===== src/rtl/lambda_callee_mul.sv =====
// Callee-side shift-and-add multiplier for the lambda call protocol.
// Accepts one call per 4-phase request/out handshake and returns the low WIDTH bits of in1*in2.
module lambda_callee_mul #(
   parameter int WIDTH      = 32,
   parameter int EARLY_EXIT = 1
) (
   input  logic             clock,
   input  logic             reset,
   input  logic             request,
   input  logic [WIDTH-1:0] in1,
   input  logic [WIDTH-1:0] in2,
   output logic             out,
   output logic [WIDTH-1:0] result,
   output logic             busy
);

   localparam int CW = $clog2(WIDTH) + 1;

   typedef enum logic [1:0] {
      IDLE = 2'd0,
      BUSY = 2'd1,
      DONE = 2'd2
   } state_t;

   // Handshake: request is a level held by the caller until it sees out high;
   // out stays high until request drops, then both return low before the next call.
   state_t           state_q, state_d;
   logic [WIDTH-1:0] acc_q, acc_d;
   logic [WIDTH-1:0] mcand_q, mcand_d;
   logic [WIDTH-1:0] mplier_q, mplier_d;
   logic [CW-1:0]    count_q, count_d;
   logic [WIDTH-1:0] result_q, result_d;
   logic             out_q, out_d;
   logic             busy_q, busy_d;

   logic [WIDTH-1:0] acc_step;
   logic [WIDTH-1:0] mplier_shift;
   logic             last_iter;

   assign acc_step     = acc_q + (mplier_q[0] ? mcand_q : '0);
   assign mplier_shift = mplier_q >> 1;
   assign last_iter    = (count_q == CW'(WIDTH - 1)) ||
                         ((EARLY_EXIT != 0) && (mplier_shift == '0));

   always_ff @(posedge clock) begin
      if (!reset) begin
         state_q  <= IDLE;
         acc_q    <= '0;
         mcand_q  <= '0;
         mplier_q <= '0;
         count_q  <= '0;
         result_q <= '0;
         out_q    <= 1'b0;
         busy_q   <= 1'b0;
      end else begin
         state_q  <= state_d;
         acc_q    <= acc_d;
         mcand_q  <= mcand_d;
         mplier_q <= mplier_d;
         count_q  <= count_d;
         result_q <= result_d;
         out_q    <= out_d;
         busy_q   <= busy_d;
      end
   end

   always_comb begin
      state_d  = state_q;
      acc_d    = acc_q;
      mcand_d  = mcand_q;
      mplier_d = mplier_q;
      count_d  = count_q;
      result_d = result_q;
      out_d    = out_q;
      busy_d   = busy_q;

      case (state_q)
         IDLE: begin
            if (request) begin
               mcand_d  = in1;
               mplier_d = in2;
               acc_d    = '0;
               count_d  = '0;
               busy_d   = 1'b1;
               state_d  = BUSY;
            end
         end
         BUSY: begin
            if (!request) begin
               // Caller withdrew: abandon the partial product, result keeps the last answer.
               busy_d  = 1'b0;
               state_d = IDLE;
            end else begin
               acc_d    = acc_step;
               mcand_d  = mcand_q << 1;
               mplier_d = mplier_shift;
               count_d  = count_q + CW'(1);
               if (last_iter) begin
                  result_d = acc_step;
                  out_d    = 1'b1;
                  busy_d   = 1'b0;
                  state_d  = DONE;
               end
            end
         end
         DONE: begin
            if (!request) begin
               out_d   = 1'b0;
               state_d = IDLE;
            end
         end
         default: begin
            out_d   = 1'b0;
            busy_d  = 1'b0;
            state_d = IDLE;
         end
      endcase
   end

   assign out    = out_q;
   assign result = result_q;
   assign busy   = busy_q;

endmodule


===== config.mk =====
export PLATFORM = sky130hd
export DESIGN_NAME = lambda_callee_mul
export DESIGN_NICKNAME = d
export VERILOG_FILES = /design/src/rtl/lambda_callee_mul.sv
export SDC_FILE = /design/constraint.sdc
export NUM_CORES = 1
export LEC_CHECK = 0
export BUFFER_PORTS_ARGS = -buffer_cell sky130_fd_sc_hd__buf_2
export CORE_MARGIN = 10
export CORE_UTILIZATION = 60
export CTS_BUF_LIST = sky130_fd_sc_hd__clkbuf_4 sky130_fd_sc_hd__clkbuf_8
export CTS_CLUSTER_DIAMETER = 150
export CTS_CLUSTER_SIZE = 12
export DETAILED_ROUTE_END_ITERATION = 8
export PLACE_DENSITY = 0.81
export SLEW_MARGIN = 25
export SYNTH_ARGS = -nofsm -noshare
export SYNTH_HDL_FRONTEND = slang
export SYNTH_SLANG_ARGS = --single-unit

===== constraint.sdc =====
create_clock -name clock -period 3.3 [get_ports clock]
set_input_delay 0.33 -clock clock [delete_from_list [all_inputs] [get_ports clock]]
set_output_delay 0.33 -clock clock [all_outputs]
set_load 0.005 [all_outputs]

==> results of run 1 <==
state kept, by name, summed over array words and instances (netlist names):
name,count
state_q,2
acc_q,32
result,32
busy,1
mcand_q,32
out,1
count_q,6
mplier_q,32
kinds of logic (layout without fill, tap and decap cells):
family / count (synthesis) / count (layout) / synth area share, %
simple gates: 278 / 278 / 17.6
compound gates: 227 / 227 / 23.9
flops: 138 / 138 / 37.2
buf+inv: 70 / 156 / 3.54
mux: 63 / 63 / 8.50
fa+ha+maj: 33 / 33 / 5.67
xor+xnor: 30 / 30 / 3.54
final cells by class:
cell class,count,share of cell area (%)
sequential,138,32.6
tap,168,2.48
clock buffer,17,2.76
timing repair buffer,114,7.18
inverter,10,0.443
clock inverter,15,2.52
multi-input combinational,631,52.0
where the power goes:
group          leakage [nW]  switching, mW  internal (mW)  total, mW
Clock                 0.217          0.717          0.840       1.56
Combinational          2.81          0.190          0.164      0.354
Sequential             1.13         0.0563           1.73       1.78
synth_stat cells (15+ instances only):
| cell type | number |
|---|---|
| xnor2_1 | 21 |
| and2_1 | 37 |
| a21oi_1 | 32 |
| ha_1 | 32 |
| dfxtp_1 | 138 |
| o21ai_0 | 31 |
| nor2_1 | 25 |
| mux2i_1 | 63 |
| a22o_1 | 15 |
| nand2_1 | 141 |
| clkbuf_1 | 53 |
| a21boi_0 | 21 |
| o211a_1 | 65 |
| nor2b_1 | 20 |
placed cells by master, fill, tap and decap left out, drive strengths merged, types with 3 or more instances in the layout:
| cell | count |
|---|---|
| a21boi | 22 |
| nand3 | 15 |
| a211oi | 5 |
| clkinvlp | 3 |
| ha | 32 |
| nor2b | 20 |
| nand4 | 8 |
| o31ai | 3 |
| o21ai | 33 |
| o21a | 6 |
| bufinv | 4 |
| a21o | 8 |
| mux2i | 63 |
| a21oi | 32 |
| nor3 | 7 |
| xor2 | 9 |
| dfxtp | 138 |
| nand2 | 141 |
| o21bai | 6 |
| nand2b | 3 |
| buf | 114 |
| a31oi | 4 |
| clkinv | 3 |
| and2 | 37 |
| a22o | 15 |
| a22oi | 11 |
| nor2 | 26 |
| a32o | 6 |
| xnor2 | 21 |
| and3 | 5 |
| inv | 15 |
| nor3b | 3 |
| o211a | 65 |
| nor4 | 8 |
| clkbuf | 17 |
worst register-to-register path, stage by stage (launching register included):
cell,delay (ns)
dfxtp_1,0.40
and2_1,0.19
ha_1,0.21
fa_1,0.44
a211oi_1,0.29
o21bai_1,0.18
nand4_1,0.14
nand3_2,0.13
o31ai_4,0.25
nor2_2,0.12
a221oi_2,0.33
xnor2_1,0.12
a32o_1,0.22
stage by stage:
stage	worst slack [ns]	area, um2	utilization [%]	hold WS, ns
after floorplan	0.412	7420	-	0.432
after global routing	0.0263	8470	70.3	0.134
after global placement	0.298	8030	66.5	0.439
after CTS	0.199	8470	70.3	0.125
final	0.174	8470	70.3	0.151
after detailed placement	0.238	8030	66.5	0.443
how the worst max path moves through the flow:
stage	from	end	slack, ns	cells after the start
floorplan	mplier_q[0]	result[24]	0.41	13
CTS	mplier_q[0]	result[28]	0.20	12
finish	mplier_q[0]	result[28]	0.17	12
detailed placement	mplier_q[0]	result[28]	0.24	12
global placement	mplier_q[0]	result[24]	0.30	12
global route	mplier_q[0]	result[24]	0.03	12
metal layers:
layer | vias up | GRT usage (%)
met1 | 3069 | 26.7
met2 | 195 | 36.5
met4 | 0 | 7.81
met3 | 34 | 6.06
li1 | 3152 | -
met5 | - | 0
==> metrics, run 1 <==
length of the first detailed-routing pass in iterations=5; post-synthesis sequential area ratio=between 30% and 40%; Syn. warnings=0; n_diodes=0; peak supply drop=approximately 0.00042 V; Worst path slowest cell=fa_1; Post-Syn Nets=roughly 940; total number of vias=approximately 6500; Synth area leader=dfxtp_1; Setup Viol. Count Final=0; Tcrit/Tclk final=approximately 95%; register bit total from synthesis=~140; DP Wirelength=roughly 14000 um; Pleak=around 4.2 nW; Die Span X=131 um; critical path type=register to register; PortBufs=100; CTS tree=built; clock skew=0.0113 ns; DRT met1 WL=8330 um; Slew headroom=39.1%; initial drt markers=about 570; initial core utilization=between 60% and 70%; fillcell total=~960; # rows=40; Setup Fix Bufs, Post-CTS=0; final hold viol count=0; first-pass GRT wire length=32100 um; Worst-Skew Late Latency=approximately 0.45 ns; io pins=~100; RD Place Congestion=0.910; total CTS buffers=17; antenna-violating nets left=0; layout cell share with drive strength beyond 1=between 15 and 20%; critical path's top delay family=compound AO/OA/AOI/OAI gates; vias in the first global route=roughly 6600; Avg Inst Size Synth=between 8 and 9 um2; DRC errors left=0; Net count, final=1012; wire length per cell=roughly 17 um; core region area=approximately 12000 um2; Die ar.=roughly 17000 um2; met2 wire len=about 9000 um; worst r2r src=mplier_q[0]; root cell of the clock tree=clkbuf_8; Synth Instances=about 840; global route overflow=0; CP required=3.66 ns; CP startpoint kind=register; Area growth syn-to-layout=14.2%; fraction of registers with async set/reset=0%; Crit path arrival time=3.48 ns; final worst path period need=roughly 3.1 ns; maxcap violations=0; clk buf depth=2; worst-case reg-to-reg path depth=12; area share of the largest cell type after synthesis=between 30% and 40%; unrepaired setup endpoints after global routing=no; met3 WL=1160 um; CTS Sinks=~140; Inst Count DP=roughly 1100; status=finished clean; Hold Crit Class=input pin to register; synth top area cells=dfxtp_1 37%, o211a_1 8.8%, mux2i_1 8.5%; CP peak stage delay=~0.44 ns; die height=approximately 130 um; H-tree Lvls=4; gr usage total=between 20 and 25%; Hold Path Cell Cnt=2; largest net degree at the start of global routing=roughly 100; crit-path max FO=9; post-CTS resize count=0; r2r setup slk=approximately 0.17 ns; Worst-Margin Slew=roughly 0.9 ns; Post-synth EDFFs=0; Hold Path Origin=request; antenna violations before repair=0; Finished Layout Cells=approximately 1100; Unique masters post-synth=51; hold worst-path end=state_q[1]; Setup crit end kind=register; CP Cell Sequence=and2_1 -> ha_1 -> fa_1 -> a211oi_1 -> o21bai_1 -> nand4_1 -> nand3_2 -> o31ai_4 -> nor2_2 -> a221oi_2 -> xnor2_1 -> a32o_1; Main synth FF type=dfxtp_1; fmax=320 MHz; Pwr Total=3.69 mW; power per cell area=~440 nW/um2; area taken by multi-input logic gates=4400 um2; hold-fix buffers at CTS=0; Post-Syn Area=~7400 um2; Setup TNS=0 ns; clk slew on worst S/H paths=around 0.090 ns; Vias/cell=just under 6; CP Buf/Inv Count=0; max layer used=met4; Max Slew Vio Count=0; Total Wirelength=between 15000 and 20000 um; Register Area=2770 um2; Reg-to-Reg End=result[28]
(Power assumes the default switching activity.)
==> inputs of run 2 (changes only) <==
Settings changed: MAX_ROUTING_LAYER set to met4.
==> metrics, run 2 (synthesized netlist as in run 1, its figures left out) <==
Setup Viol. Count Final=0 (unchanged); layout cell share with drive strength beyond 1=16.9% (+0.11 points); fmax=328 MHz (+2.5%); length of the first detailed-routing pass in iterations=5 (unchanged); CP Cell Sequence=and2_1 -> ha_1 -> fa_1 -> a211oi_2 -> o21bai_1 -> nand4_1 -> nand3_2 -> o31ai_4 -> nor2_2 -> a311oi_2 -> xnor2_1 -> a32o_1; DRC errors left=0 (unchanged); Slew headroom=38.2% (-0.85 points); CP peak stage delay=0.46 ns (+0.02 ns); post-layout util=70.0% (-0.23 points); Worst path slowest cell=fa_1; die height=131 um (unchanged); CTS Sinks=138 (unchanged); RD Place Congestion=0.931 (+2.3%); Area growth syn-to-layout=13.8%; CP required=3.66 ns (about the same); worst-case reg-to-reg path depth=12 (unchanged); gr usage total=22.0% (-0.050 points); Pleak=4.15 nW (-0.17%); Logic pwr share=9.9% (+0.3 points); vias in the first global route=6388 (-3.0%); most common cell after layout, fill and taps aside=nand2_1; Worst-Skew Late Latency=0.47 ns (+0.02 ns); final hold viol count=0 (unchanged); Die Span X=131 um (unchanged); Net count, final=1012 (unchanged); commonest non-fill, non-tap cells in the layout=141 x nand2_1, 137 x dfxtp_1, 99 x buf_2; Max Slew Vio Count=0 (unchanged); n_diodes=0 (unchanged); initial drt markers=560 (-0.88%); fillcell total=959 (+0.10%); Internal Power=2.66 mW (-2.5%); maxcap violations=0 (unchanged); Hold Path Cell Cnt=2 (unchanged); Hold Crit Class=input pin to register; global route overflow=0 (unchanged); total number of vias=6394 (-0.87%); Tcrit/Tclk final=92.4% (-2.3 points); Vias/cell=5.85 (-0.87%); power per cell area=422 nW/um2 (-3.2%); stages on the worst setup path=12 (unchanged); total CTS buffers=17 (unchanged); io pins=101 (unchanged); peak supply drop=0.000287 V (-31%); Total Wirelength=18600 um (-2.3%); root cell of the clock tree=clkbuf_8; status=finished clean; DP Wirelength=13300 um (-2.6%); clk buf depth=2 (unchanged); switch share=25.3% (-0.76 points); clock skew=0.0131 ns (+0.00179 ns); clock share of power=40.1% (-2.1 points); CP Buf/Inv Count=0 (unchanged); Sequential Power Share=50.0% (+1.7 points); crit-path max FO=9 (unchanged); PortBufs=100 (unchanged); CP startpoint kind=register; antenna violations before repair=0 (unchanged); core region area=12100 um2 (unchanged); critical path's top delay family=compound AO/OA/AOI/OAI gates; largest net degree at the start of global routing=99 (+1.0%); Die ar.=17200 um2 (unchanged); NetSw=0.902 mW (-6.4%); first-pass GRT wire length=30900 um (-3.5%); # rows=40 (unchanged); wire length per cell=17.0 um (-2.3%); antenna-violating nets left=0 (unchanged); Worst-Margin Slew=0.927 ns (+0.0128 ns); CTS tree=built; unrepaired setup endpoints after global routing=no; critical path type=register to register; clk slew on worst S/H paths=0.08 ns (about the same); H-tree Lvls=4 (unchanged); Setup crit end kind=register; initial core utilization=61.5% (unchanged); Setup TNS=0 ns (unchanged); final worst path period need=3.05 ns (-0.0759 ns); Crit path arrival time=3.41 ns (-0.07 ns)
run 2: cell count changes in the layout (fill, tap and decap cells not counted):
cell / before / now
clkbuf_4: 0 / 2
inv_8: 2 / 0
a211oi_1: 5 / 4
clkinv_2: 1 / 2
inv_6: 3 / 1
clkbuf_8: 17 / 21
a211oi_2: 0 / 1
clkinvlp_4: 3 / 2
bufinv_16: 4 / 2
run 2: final timing paths:
check,end,slack [ns],startpoint
hold / removal,state_q[1],0.13,request
hold reg to reg,result[12],0.45,result[12]
setup / recovery,result[24],0.25,mplier_q[0]
setup reg to reg,result[24],0.25,mplier_q[0]
run 2: worst register-to-register path, delay by kind of cell (launching register included):
kind,cells,cell delay (ns)
DFF,1,0.40
AOI/OAI and AO/OA,5,1.18
and+or+nand+nor,4,0.56
xor gates and xnor gates,1,0.12
adders and majority gates,2,0.68
run 2: layout make-up:
| type | count | area, um2 | area share [%] |
|---|---|---|---|
| Clock buffer | 23 | 304 | 3.60 |
| Timing Repair Buffer | 114 | 608 | 7.20 |
| Multi-Input combinational cell | 631 | 4410 | 52.2 |
| Inverter | 10 | 37.5 | 0.444 |
| Tap cell | 168 | 210 | 2.49 |
| Sequential cell | 138 | 2770 | 32.8 |
| Clock inverter | 9 | 111 | 1.32 |
run 2: power groups by stage:
stage	combinational [mW]	sequential (mW)	clock (mW)
CTS	0.350	1.78	1.45
global route	0.391	1.79	1.53
detailed placement	0.348	1.82	0
floorplan	0.257	1.80	0
global placement	0.334	1.81	0
finish	0.352	1.78	1.43
run 2: routing by layer:
metal / share of wire (%) / vias up / GRT usage [%]
met5: 0 / - / -
met2: 47 / 195 / 34.7
met1: 45 / 2997 / 26.4
met4: 2.1 / 0 / 7.81
met3: 5.9 / 34 / 6.02
li1: - / 3168 / -
run 2: per-stage QoR:
| stage | setup WS, ns | hold WS [ns] | instances | instance area [um2] | power [mW] |
|---|---|---|---|---|---|
| finish | 0.250 | 0.126 | 1093 | 8450 | 3.56 |
| global route | 0.00579 | 0.110 | 1093 | 8450 | 3.71 |
| CTS | 0.178 | 0.100 | 1093 | 8440 | 3.58 |
| detailed placement | 0.216 | 0.444 | 1061 | 8030 | 2.17 |
| global placement | 0.308 | 0.439 | 1061 | 8030 | 2.15 |
| floorplan | 0.412 | 0.432 | 839 | 7420 | 2.05 |
run 2: what timing repair did:
item | CTS | global route
hold buffers | 0 | 0
buffers inserted | 0 | 0
resized for setup | 0 | 1
endpoints found under the setup margin | 0 | 1
hold endpoints to repair | 0 | 0
